### src/rtl/kamacore_fetch_unit.sv
// rtl/kamacore_fetch_unit.sv - kamacore instruction fetch stage
// Single outstanding imem request, one-entry decode buffer, redirect flush.
module kamacore_fetch_unit #(
  parameter int                    CPU_WIDTH  = 32,
  parameter int                    ADDR_WIDTH = 32,
  parameter logic [ADDR_WIDTH-1:0] RESET_PC   = '0
) (
  input  logic                  clk,
  input  logic                  rst_n,
  output logic                  imem_req_valid,
  input  logic                  imem_req_ready,
  output logic [ADDR_WIDTH-1:0] imem_req_addr,
  input  logic                  imem_rsp_valid,
  input  logic [CPU_WIDTH-1:0]  imem_rsp_data,
  output logic                  inst_valid,
  input  logic                  inst_ready,
  output logic [CPU_WIDTH-1:0]  inst_data,
  output logic [ADDR_WIDTH-1:0] inst_pc,
  input  logic                  redirect_valid,
  input  logic [ADDR_WIDTH-1:0] redirect_pc,
  input  logic [ADDR_WIDTH-1:0] redirect_offset
);

  localparam logic [1:0] ST_REQ   = 2'd0;
  localparam logic [1:0] ST_WAIT  = 2'd1;
  localparam logic [1:0] ST_HOLD  = 2'd2;
  localparam logic [1:0] ST_DRAIN = 2'd3;

  logic [1:0]            state;
  logic [ADDR_WIDTH-1:0] pc;
  logic [ADDR_WIDTH-1:0] redirect_sum;
  logic [ADDR_WIDTH-1:0] redirect_target;

  assign redirect_sum    = redirect_pc + redirect_offset;
  assign redirect_target = {redirect_sum[ADDR_WIDTH-1:1], 1'b0};

  // Gating with rst_n keeps the request low while reset is held.
  assign imem_req_valid = rst_n && (state == ST_REQ);
  assign imem_req_addr  = pc;

  always_ff @(posedge clk or negedge rst_n) begin
    if (!rst_n) begin
      state      <= ST_REQ;
      pc         <= RESET_PC;
      inst_valid <= 1'b0;
      inst_data  <= '0;
      inst_pc    <= '0;
    end else if (redirect_valid) begin
      // Any response landing this cycle belongs to the wrong path.
      pc         <= redirect_target;
      inst_valid <= 1'b0;
      case (state)
        ST_REQ:   state <= imem_req_ready ? ST_DRAIN : ST_REQ;
        ST_WAIT:  state <= imem_rsp_valid ? ST_REQ : ST_DRAIN;
        ST_HOLD:  state <= ST_REQ;
        default:  state <= imem_rsp_valid ? ST_REQ : ST_DRAIN;
      endcase
    end else begin
      case (state)
        ST_REQ: begin
          if (imem_req_ready) state <= ST_WAIT;
        end
        ST_WAIT: begin
          if (imem_rsp_valid) begin
            inst_data  <= imem_rsp_data;
            inst_pc    <= pc;
            inst_valid <= 1'b1;
            pc         <= pc + ADDR_WIDTH'(4);
            state      <= ST_HOLD;
          end
        end
        ST_HOLD: begin
          if (inst_valid && inst_ready) begin
            inst_valid <= 1'b0;
            state      <= ST_REQ;
          end
        end
        default: begin
          if (imem_rsp_valid) state <= ST_REQ;
        end
      endcase
    end
  end

endmodule

### config.mk
export PLATFORM = sky130hd
export DESIGN_NAME = kamacore_fetch_unit
export DESIGN_NICKNAME = d
export VERILOG_FILES = /design/src/rtl/kamacore_fetch_unit.sv
export SDC_FILE = /design/constraint.sdc
export NUM_CORES = 1
export LEC_CHECK = 0
export ABC_AREA = 1
export CAP_MARGIN = 10
export CORE_UTILIZATION = 55
export CTS_CLUSTER_SIZE = 14
export DETAILED_ROUTE_END_ITERATION = 16
export DONT_BUFFER_PORTS = 1
export PLACE_DENSITY_LB_ADDON = 0.3
export SYNTH_ARGS = -nofsm -noshare
export SYNTH_HDL_FRONTEND = slang
export SYNTH_SLANG_ARGS = --single-unit
export TNS_END_PERCENT = 1
### constraint.sdc
create_clock -name clk -period 2 [get_ports clk]
set_input_delay 0.3 -clock clk [delete_from_list [all_inputs] [get_ports clk]]
set_output_delay 0.3 -clock clk [all_outputs]
set_load 0.05 [all_outputs]
# Word level (Yosys, flattened, before mapping)

Cells that the tools add are included.

Bitwise logic cells: 1
Muxes and demuxes: 16
$add $sub $neg: 2
Equality and inequality tests: 5
Reduce and logical (&&, ||, !) cells: 11

Operators by type and width:

| operator                | number |
|---|---|
| $mux W32                | 3 |
| $add A32 B3 Y32 const B | 1 |
| $add A32 B32 Y32        | 1 |
| $mux W2                 | 7 |
| $ne A3 B3 Y1 const B    | 3 |
| $pmux W2 S3             | 1 |
| $reduce_and A3 Y1       | 2 |
| $pmux W2 S2             | 1 |
| $reduce_and A4 Y1       | 1 |
| $reduce_bool A2 Y1      | 2 |
| $reduce_bool A4 Y1      | 1 |
| $mux W1                 | 3 |
| $reduce_bool A3 Y1      | 1 |
| $eq A2 B1 Y1 const B    | 1 |
| $eq A2 B2 Y1 const B    | 1 |
| $logic_and A1 B1 Y1     | 2 |
| $logic_not A2 Y1        | 1 |
| $pmux W1 S2             | 1 |
| $reduce_and A2 Y1       | 1 |
| $not A1 Y1              | 1 |

Output and inout port bits: 98
Register bits after elaboration: 99
Input bits: 102
Logic and storage cells: 40

# Depth between registers and ports, before layout

Gate-level depths: netlist (run 1).

Word-level depth: 4
Mapped depth: 15
Mapped depth without buffers: 15

# Least setup slack after synthesis (run 1)

No wires, ideal clock.

Kind: register -> register
Start: reg pc[2] (netlist: imem_req_addr[2])
End: reg pc[20] (netlist: imem_req_addr[20])
Cell stages (with the launch flop): 13
Setup time: 0.121 ns
Slack: -0.041 ns
Path buffers: 0
Data arrival time: 1.920 ns
Required time: 1.879 ns
Clock period less this slack: 2.041 ns
Path through: dfrtp_1 ha_1 nand2_1 nor2_4 nand3_2 nor2_4 nand2_4 nor2_4 nand2_1 nand3_1 nand2_1 inv_2 a21oi_2

Word-level cells in the longest chain between the ends: 4

RTL lines:

| item                   | RTL line | RTL |
|---|---|---|
| start, declared        | 30       | `logic [ADDR_WIDTH-1:0] pc;` |
| start signal, assigned | 50       | `pc <= redirect_target;` |
| start signal, assigned | 68       | `pc <= pc + ADDR_WIDTH'(4);` |
| $add A32 B3 Y32        | 68       |  |
| $mux W32               | 64       | `if (imem_rsp_valid) begin` |
| $mux W32               | 59       | `case (state)` |
| $mux W32               | 48       | `end else if (redirect_valid) begin` |

Every way passes these cells. The select of a mux whose other input is x is not followed.
A chain may end at the register's enable or synchronous reset.

# Worst setup path in the final report (run 1)

Start: reg state[1]
End: reg inst_pc[22]

Word-level cells in the longest chain between the ends: 2

RTL lines:

| item                        | RTL line | RTL |
|---|---|---|
| start, declared             | 29       | `logic [1:0] state;` |
| start signal, assigned      | 53       | `ST_REQ: state <= imem_req_ready ? ST_DRAIN : ST_REQ;` |
| start signal, assigned      | 54       | `ST_WAIT: state <= imem_rsp_valid ? ST_REQ : ST_DRAIN;` |
| start signal, assigned      | 56       | `default: state <= imem_rsp_valid ? ST_REQ : ST_DRAIN;` |
| $eq A2 B1 Y1                | 59       |  |
| $reduce_and A3 Y1 (no line) | --       |  |
| end signal, assigned        | 66       | `inst_pc <= pc;` |
| end, declared               | 18       | `output logic [ADDR_WIDTH-1:0] inst_pc,` |

Every way passes these cells.

==> impl_results.md, run 1 <==
* RR Endpoint: inst_pc[22]
* Clock root buffer: clkbuf_16
* Max VDD drop at approximately 500 uV
* Pint at slightly below 0.005 W
* CP Launch Type: flip-flop
* Total Nets Final at 1258
* Row cnt at 41
* Post-Route WL at 19.13 mm
* Power share of the sequential group at 52.0%
* Post-synthesis adder-cell area fraction at 5.740%
* Kind of critical path: flip-flop to flip-flop
* Final setup viols at 0
* Bufs and invs on worst path at 4
* Leak Pwr at 4.294 nW
* Crit path cell chain: inv_2 > nand2_1 > nor2_1 > inv_2 > nor2_4 > inv_2 > buf_12 > nand2_1 > o21ai_0
* Comb power frac at 30.9%
* Remaining DRCs at 0
* Simple-gate share of the synthesized area at 36.06%
* Worst Max-Slew Pin Slew at between 0.5 and 0.6 ns
* Final ANT Viol Nets at 0
* Global-route wire length before repair at 29.50 mm
* Slowest-stage cell, CP: inv_2
* Pin count of the biggest net entering global routing at 99
* Vias post-DR at 6900
* Die H at 115.7 um
* Initial DRC count at around 530
* All-Layer GR Usage at 28.22%
* Pre-antenna DRT Iters at 5
* Post-synth EDFFs at 0
* Htree depth at 3
* Gr ovfl total at 0
* Synth cell types at 47
* Post-synth ARST share at between 90% and 100%
* Element type at the critical path end: flip-flop
* DR WL/cell at 14.71 um
* # Post-CTS Setup Buffers at 0
* Final hold violation count at 97
* Die area at 13380 um^2
* N_diodes at 0
* RSZ-0062 raised after global routing: true
* Slowest cell delay on critical path at 0.42 ns
* Hold slack at -0.3506 ns
* CTS Buf Count at 9
* Core area at 12620 um^2
* Top_reg_cell synth: dfrtp_1
* Synth Area per Inst at 6.513 um^2
* Switch Pwr at between 0.005 and 0.006 W
* YS warnings at 0
* Worst Hold Class: input pin to async pin
* Setup Slack @ Placement at 0.03650 ns
* Worst-skew pair later-pin latency at approximately 0.34 ns
* Compound-Gate Fraction of Synth Area at a little under an eighth
* Initial antenna violation count at 0
* IO buf count at 0
* Xor/xnor cell area share of the yosys netlist at 1.972%
* Cell count after synthesis at 1091
* Delay-heaviest family, CP: buffers and inverters
* Clock Path Buffers at 2
* Drt via density at 5.304
* Violated checks: negative hold slack
* Clock transition at path regs at approximately 0.07 ns
* WP data arrival at around 2.1 ns
* Status: finished, violations left
* Most numerous cell on the critical path: inv_2
* Worst r2r src: state[1]
* #FFs+latches synth at 97
* Pins Over Slew Limit at 0
* IO Pins at 200
* Max cap viols at 0
* Cell area after synthesis at 7106 um^2
* Share of cells above drive strength 1 at 8.769%
* Net Sw Frac at 54.29%
* Clock sinks at 97
* Final Cycle Share at 95.06%
* CTS tree: built
* Initial core utilization at 56.31%
* Req. time, crit path at 2.24 ns
* Crit Path Max Fanout at between 40 and 50
* Sequential share of the synthesized area at 34.16%
* Layout Skew at 0.007906 ns
* Max Clk Rate at 526.0 MHz
* Largest family of logic cells by synthesized area: simple AND/OR/NAND/NOR gates
* Worst Slack Setup Final at 0.09884 ns
* Layout overhead on the synthesized area at 10.97%
* Final GP Congestion at 0.9649
* Worst Reg-to-Reg Cells at 9
* PwrDens at approximately 1300 nW/um^2
* R2R Setup Slk at 0.1 ns
* Worst slew margin at a little over three fifths
* Die Span X at 115.7 um
* Min Tclk post-route at 1.901 ns
* Post-synthesis mux area share at 0%
* Clk pwr share at 17.1%
* Post-DP HPWL at 14.86 mm
* Vias in the first global route at 6119
through the flow:
step / utilization [%] / std cells / total power (W) / cell area, um^2 / setup TNS [ns]
2_1_floorplan: - / 1092 / 0.007775 / 7112 / 0
3_3_place_gp: 59.98 / 1285 / 0.008649 / 7570 / 0
3_5_place_dp: 59.98 / 1285 / 0.008744 / 7570 / 0
4_1_cts: 62.46 / 1301 / 0.01056 / 7883 / 0
5_1_grt: 62.48 / 1301 / 0.01112 / 7885 / -0.1471
6_report: 62.48 / 1301 / 0.01055 / 7885 / 0
sequential cells by signal, indices dropped and copies added, names as in the netlist:
| signal | cells |
|---|---|
| inst_valid | 1 |
| inst_data | 32 |
| inst_pc | 31 |
| imem_req_addr | 31 |
| state | 2 |
per-layer routing:
| layer | up-vias | GRT usage [%] | routed length [um] |
|---|---|---|---|
| li1 | 3494 | - | - |
| met1 | 3093 | 37.71 | 8465 |
| met2 | 284 | 47.03 | 8666 |
| met3 | 29 | 4.236 | 1571 |
| met4 | 0 | 9.145 | 428 |
| met5 | - | 0 | 0 |
cells in the mapped netlist (2+ instances only):
library cell | n | area, um^2
a22oi_1 | 3 | 22.52
inv_1 | 157 | 589.3
o21ai_1 | 16 | 80.08
or2_2 | 2 | 12.51
a211oi_1 | 3 | 22.52
nand2_1 | 413 | 1550
nand4_1 | 11 | 68.82
a31oi_1 | 3 | 18.77
o21bai_1 | 7 | 52.55
nand3b_1 | 5 | 37.54
nand2_4 | 2 | 22.52
o21ai_0 | 43 | 215.2
ha_1 | 31 | 387.9
clkbuf_1 | 7 | 26.28
o221ai_1 | 2 | 17.52
xnor2_1 | 2 | 17.52
a21oi_1 | 54 | 270.3
nand2_2 | 2 | 12.51
buf_2 | 14 | 70.07
nor3_1 | 14 | 70.07
a21oi_2 | 3 | 26.28
nor2_1 | 81 | 304.0
nor3_2 | 2 | 20.02
o21ai_2 | 2 | 17.52
nand3_1 | 59 | 295.3
buf_1 | 3 | 11.26
nand3_2 | 2 | 20.02
buf_4 | 3 | 22.52
xor2_1 | 14 | 122.6
o22ai_1 | 4 | 25.02
inv_2 | 8 | 30.03
dfrtp_1 | 97 | 2427
nor2_4 | 8 | 90.09
power by group through the flow:
stage	Sequential [W]	Combinational, W	Clock, W
6_report	0.00549	0.00326	0.00180
2_1_floorplan	0.00594	0.00183	0
4_1_cts	0.00548	0.00325	0.00183
3_3_place_gp	0.00550	0.00315	0
3_5_place_dp	0.00552	0.00323	0
5_1_grt	0.00559	0.00362	0.00191
area by class of cell:
cell class	instances	area, um^2
repair buffers	48	372.9
inverters	166	623.1
clock inverters	5	80.08
flip-flops and latches	97	2430
well taps	172	215.2
multi-input cells	802	3931
clock buffers	11	232.7
fillers	1156	4735
kinds of logic (layout without fill, tap and decap cells):
group / after synthesis / in the layout
buf+inv: 193 / 230
xor+xnor: 16 / 16
flops: 97 / 97
simple gates: 607 / 607
fa+ha+maj: 32 / 32
other cells: 1 / 2
compound gates: 145 / 145
placed cells by master, fill, tap and decap left out, drive strengths merged, types with 14 or more instances in the layout:
| master | instances |
|---|---|
| nand3 | 62 |
| dfrtp | 97 |
| a21oi | 57 |
| ha | 31 |
| nor3 | 17 |
| o21ai | 61 |
| nor2 | 90 |
| xor2 | 14 |
| inv | 165 |
| nand2 | 417 |
| buf | 48 |
how the worst max path moves through the flow:
stage | startpoint | to | cells after the start
CTS | state[1] | inst_pc[22] | 9
global route | state[1] | inst_pc[19] | 9
global placement | redirect_pc[0] | imem_req_addr[28] | 14
floorplan | imem_req_addr[4] | imem_req_addr[20] | 11
finish | state[1] | inst_pc[22] | 9
detailed placement | redirect_pc[5] | imem_req_addr[28] | 13
repair_timing:
| action | in CTS | in global routing |
|---|---|---|
| setup endpoints to repair | 0 | 11 |
| hold endpoints to repair | 97 | 97 |
| gates resized for setup | 0 | 1 |
(Power assumes the default switching activity.)
==> run 2: changes to the inputs <==
--- a/config.mk
+++ b/config.mk
@@ -6,12 +6,14 @@
 export NUM_CORES = 1
 export LEC_CHECK = 0
 export ABC_AREA = 1
+export ABC_CLOCK_PERIOD_IN_PS = 2000
 export CAP_MARGIN = 10
 export CORE_UTILIZATION = 55
 export CTS_CLUSTER_SIZE = 14
 export DETAILED_ROUTE_END_ITERATION = 16
 export DONT_BUFFER_PORTS = 1
 export PLACE_DENSITY_LB_ADDON = 0.3
+export REMOVE_ABC_BUFFERS = 1
 export SYNTH_ARGS = -nofsm -noshare
 export SYNTH_HDL_FRONTEND = slang
 export SYNTH_SLANG_ARGS = --single-unit
==> run 2 against run 1 <==
The flow still finishes with violations (negative hold slack). First-iteration DRC count shrank 2.6%. Power shrank 0.74%. Clock power is essentially flat. Final cell count is essentially flat. Wire length shrank 2.4%. Combinational power shrank 2%. Die area is the same. Maximum frequency grew 4.2%. Largest cell class unchanged.
==> impl_results.md, run 2 (synthesized netlist as in run 1, its figures left out) <==
* Status: finished, violations left
* Violated checks: negative hold slack
* Final setup viols at 0
* DR WL/cell at 14.36 um
* Max cap viols at 0
* Bufs and invs on worst path at 2
* Final Cycle Share at 91.19%
* Remaining DRCs at 0
* R2R Setup Slk at 0.18 ns
* Htree depth at 3
* Max Clk Rate at 548.3 MHz
* Commonest cells after routing, fill and taps aside: nand2_1, inv_1, dfrtp_1
* Most numerous cell on the critical path: nand2_1
* Layout Skew at between 0.008 and 0.009 ns
* CP Launch Type: flip-flop
* Top reg by flops: inst_data
* Min Tclk post-route at 1.824 ns
* Die H at 115.7 um
* Placed inst area at 7572 um^2
* Die area at 13380 um^2
* Element type at the critical path end: flip-flop
* WP data arrival at 2.05 ns
* Worst Max-Slew Pin Slew at 0.5359 ns
* Crit path cell chain: buf_4 > nand3_2 > nor2_4 > nand2_1 > inv_1 > nand2_1 > xor2_1 > nand2_1 > nand2_1 > nand2_1 > nand2_1
* Worst Hold Class: input pin to async pin
* Share of cells above drive strength 1 at a little under 9%
* Final hold violation count at 97
* Clock sinks at 97
* Clock transition at path regs at 0.07 ns
* Hold slack at -0.3527 ns
* Slowest-stage cell, CP: dfrtp_1
* Post-DP HPWL at 14.68 mm
* Worst r2r src: imem_req_addr[3]
* CTS Buf Count at 9
* Clock root buffer: clkbuf_16
* Pre-antenna DRT Iters at 7
* IO buf count at 0
* CTS tree: built
* Drt via density at 5.252
* Worst-skew pair later-pin latency at around 0.34 ns
* Initial core utilization at 56.31%
* RSZ-0062 raised after global routing: true
* Gr ovfl total at 0
* All-Layer GR Usage at 28.15%
* Delay-heaviest family, CP: simple AND/OR/NAND/NOR gates
* Worst slew margin at 64.28%
* Max VDD drop at 525.9 uV
* Vias in the first global route at 6129
* Kind of critical path: flip-flop to flip-flop
* Initial antenna violation count at 0
* Fin util at 62.54%
* Setup Slack @ Placement at 0.04779 ns
* Row cnt at 41
* Post-Route WL at 18.67 mm
* Register area at 2427 um^2
* IO Pins at 200
* Core area at 12620 um^2
* Total Nets Final at between 1000 and 1500
* Global-route wire length before repair at approximately 30 mm
* Most common cell after layout, fill and taps aside: nand2_1
* Layout overhead on the synthesized area at 11.08%
* Initial DRC count at 519
* Fill cells at roughly 1200
* Pin count of the biggest net entering global routing at around 100
* Pins Over Slew Limit at 0
* N_diodes at 0
* Final ANT Viol Nets at 0
* Critical path startpoint: imem_req_addr[3]
* Clock Path Buffers at 2
* PwrDens at 1327 nW/um^2
* Final instance area at 7893 um^2
* Crit Path Max Fanout at 5
* Vias post-DR at 6827
* Worst Slack Setup Final at around 0.18 ns
* Req. time, crit path at approximately 2.2 ns
* Final GP Congestion at approximately 0.97
* Area of the multi-input gates at 3936 um^2
* Max reg flops at 32
* Leak Pwr at 4.306 nW
* Die Span X at ~120 um
* Slowest cell delay on critical path at around 0.35 ns
## run 2: cell count changes in the layout (fill, tap and decap cells not counted), moves of 2 or more
cell	delta
clkbuf_1	-2
buf_4	-2
dfrtp_1	+2
dfrtp_2	-2
clkbuf_8	+2
inv_6	+2
## run 2: worst paths after layout
path | endpoint | depth (start not counted)
worst max register to register | imem_req_addr[25] | 11
worst min register to register | inst_pc[8] | 2
min in group clk | imem_req_addr[29] | 1
worst min-delay path | inst_data[6] | 0
worst max-delay path | imem_req_addr[25] | 11
max in group asynchronous | inst_pc[7] | 0
## run 2: metrics by stage
step | setup TNS [ns] | hold WS [ns] | std cells | power, W
finish | 0 | -0.3527 | 1300 | 0.01047
global route | -0.005665 | -0.3677 | 1300 | 0.01111
CTS | 0 | -0.3632 | 1300 | 0.01052
detailed placement | 0 | 0.006386 | 1284 | 0.008730
global placement | 0 | 0.006062 | 1284 | 0.008655
floorplan | -36.81 | 0.004409 | 1065 | 0.007718
## run 2: report_power, final
group | switching (W) | internal [W] | total (W)
sequential | 0.00278 | 0.00270 | 0.00548
clock | 0.000731 | 0.00104 | 0.00177
combinational | 0.00218 | 0.00103 | 0.00321
total | 0.00570 | 0.00478 | 0.0105
## run 2: layout make-up
class,instances,area share [%]
sequential,97,30.75
clock inverter,5,0.7609
clock buffer,11,3.202
tap,172,2.727
inverter,166,7.895
multi-input combinational,802,49.87
timing repair buffer,47,4.788
## run 2: what timing repair did
action,CTS,global route
resized for setup,0,2
endpoints found under the hold margin,97,97
setup buffers,0,0
setup endpoints to repair,0,3
## run 2: worst register-to-register path, stage by stage (launching register included)
cell	delay, ns
dfrtp_1	0.35
buf_4	0.22
nand3_2	0.21
nor2_4	0.19
nand2_1	0.12
inv_1	0.11
nand2_1	0.11
xor2_1	0.16
nand2_1	0.08
nand2_1	0.07
nand2_1	0.06
nand2_1	0.04
## run 2: metal layers
layer	vias up	share of wire (%)	wire length (um)	track usage (%)
li1	3495	-	-	-
met1	2987	43	8075	35.38
met2	301	45	8431	46.99
met3	44	8.1	1507	4.707
met4	0	3.5	650	14.02
met5	-	0	0	0
==> run 3: changes to the inputs <==
--- a/config.mk
+++ b/config.mk
@@ -8,6 +8,7 @@
 export ABC_AREA = 1
 export ABC_CLOCK_PERIOD_IN_PS = 2000
 export CAP_MARGIN = 10
+export CORE_ASPECT_RATIO = 1.2
 export CORE_UTILIZATION = 55
 export CTS_CLUSTER_SIZE = 14
 export DETAILED_ROUTE_END_ITERATION = 16
==> run 3 against run 2 <==
The run still ends with negative hold slack left. Final cell count fell by 0.54%. Wire length is 2.9% higher. Largest power group unchanged. Die area hardly changed. Critical path type unchanged.
==> impl_results.md, run 3 (synthesized netlist as in run 1, its figures left out) <==
* Worst slew margin at 63.72%
* Commonest cells after routing, fill and taps aside: nand2_1, inv_1, dfrtp_1
* Final ANT Viol Nets at 0
* Crit Path Max Fanout at 29
* Final Non-Filler Cells at 1293
* Kind of critical path: flip-flop to flip-flop
* IO Pins at 200
* Die area at 13380 um^2
* Slowest-stage cell, CP: inv_2
* Gr ovfl total at 0
* Vias post-DR at between 6000 and 7000
* Final hold violation count at 97
* DR WL/cell at 14.85 um
* Layout Skew at 0.007392 ns
* Element type at the critical path end: flip-flop
* N_diodes at 0
* Worst Hold Class: input pin to async pin
* Clock root buffer: clkbuf_16
* CTS tree: built
* Max cap viols at 0
* Min Tclk post-route at 1.854 ns
* Max reg flops at 32
* Top reg by flops: inst_data
* Initial antenna violation count at 0
* Max Clk Rate at ~540 MHz
* Global-route wire length before repair at between 30 and 40 mm
* Worst Max-Slew Pin Slew at 0.5434 ns
* Drt via density at between 5 and 6
* Vias in the first global route at 6395
* Die H at roughly 130 um
* IO buf count at 0
* Clock sinks at slightly below 100
* Core area at around 13000 um^2
* R2R Setup Slk at 0.15 ns
* Pre-antenna DRT Iters at 5
* Post-Route WL at ~19 mm
* Clock transition at path regs at 0.06 ns
* Initial core utilization at 56.34%
* Worst-skew pair later-pin latency at approximately 0.34 ns
* WP data arrival at 2.11 ns
* All-Layer GR Usage at 29.39%
* Clock Path Buffers at 2
* Final GP Congestion at about 1.0
* PwrDens at 1311 nW/um^2
* Final Cycle Share at 92.68%
* Leak Pwr at between 4 and 5 nW
* Total Nets Final at approximately 1300
* # Post-CTS Setup Buffers at 0
* Slowest cell delay on critical path at 0.41 ns
* Worst Reg-to-Reg Cells at 9
* Row cnt at 45
* RR Endpoint: inst_pc[31]
* Hold slack at -0.3493 ns
* Initial DRC count at 360
* Post-DP HPWL at ~15 mm
* Pins Over Slew Limit at 0
* Die Span X at between 100 and 150 um
* Final setup viols at 0
* Htree depth at 3
* Most numerous cell on the critical path: inv_2
* Req. time, crit path at 2.26 ns
* Crit path cell chain: inv_2 > nand2_1 > nor2_1 > inv_2 > nor2_4 > inv_2 > buf_4 > nand2_1 > o21ai_0
* Share of cells above drive strength 1 at 8.592%
* Pin count of the biggest net entering global routing at 99
* CTS Buf Count at 9
* Layout overhead on the synthesized area at 10.71%
* Most common cell after layout, fill and taps aside: nand2_1
* RSZ-0062 raised after global routing: true
* Remaining DRCs at 0
* PnR Total Power at 0.01031 W
* CP Launch Type: flip-flop
* Fill cells at 1217
* Status: finished, violations left
* Max VDD drop at 748.8 uV
* Setup TNS at 0 ns
* Placed Cells at 1277
* Violated checks: negative hold slack
* Worst r2r src: state[1]
[run 3: area by class of cell]
type	instances	area (um^2)	area share, %
Tap cell	164	205.2	2.609
Timing Repair Buffer	48	397.9	5.058
Clock buffer	12	246.5	3.133
Sequential cell	97	2427	30.86
Multi-Input combinational cell	802	3931	49.98
Inverter	166	623.1	7.921
Clock inverter	4	35.03	0.4454
[run 3: worst max-delay path: cells and delay by family, from the launching register on]
family,cells,cell delay (ns)
flip-flops,1,0.40
AND/OR/NAND/NOR,4,0.30
buffers and inverters,4,0.98
AO/OA/AOI/OAI,1,0.08
[run 3: worst max-delay path by stage]
stage / startpoint / slack [ns] / cells past startpoint / to
floorplan: state[1] / -0.69 / 9 / imem_req_addr[4]
global placement: redirect_pc[0] / 0.1 / 14 / imem_req_addr[30]
detailed placement: redirect_pc[0] / 0.02 / 13 / imem_req_addr[22]
CTS: state[1] / 0.16 / 9 / inst_pc[31]
global route: state[1] / -0.0005 / 9 / inst_pc[31]
finish: state[1] / 0.15 / 9 / inst_pc[31]
[run 3: per-layer routing]
metal	vias to the layer above	track usage, %	share of wire [%]
met5	-	0	0
met4	0	12.09	3.1
met3	41	4.265	6.6
met2	279	51.60	49
met1	3088	36.03	41
li1	3495	-	-
[run 3: power breakdown]
group / switching (W) / internal, W / total (W)
clock network: 0.000706 / 0.000890 / 0.00160
logic: 0.00216 / 0.00104 / 0.00320
registers: 0.00282 / 0.00270 / 0.00552
total: 0.00569 / 0.00462 / 0.0103
[run 3: repair_timing]
item | in CTS | in global routing
hold endpoints to repair | 97 | 97
endpoints found under the setup margin | 0 | 2
resized for setup | 0 | 1
[run 3: through the flow]
step           util, %  setup WS [ns]  cell area (um^2)
3_3_place_gp     60.12        0.09526              7582
3_5_place_dp     60.12        0.02270              7582
6_report         62.37         0.1465              7866
4_1_cts          62.35         0.1588              7864
2_1_floorplan        -        -0.6918              6979
5_1_grt          62.37     -0.0005482              7866
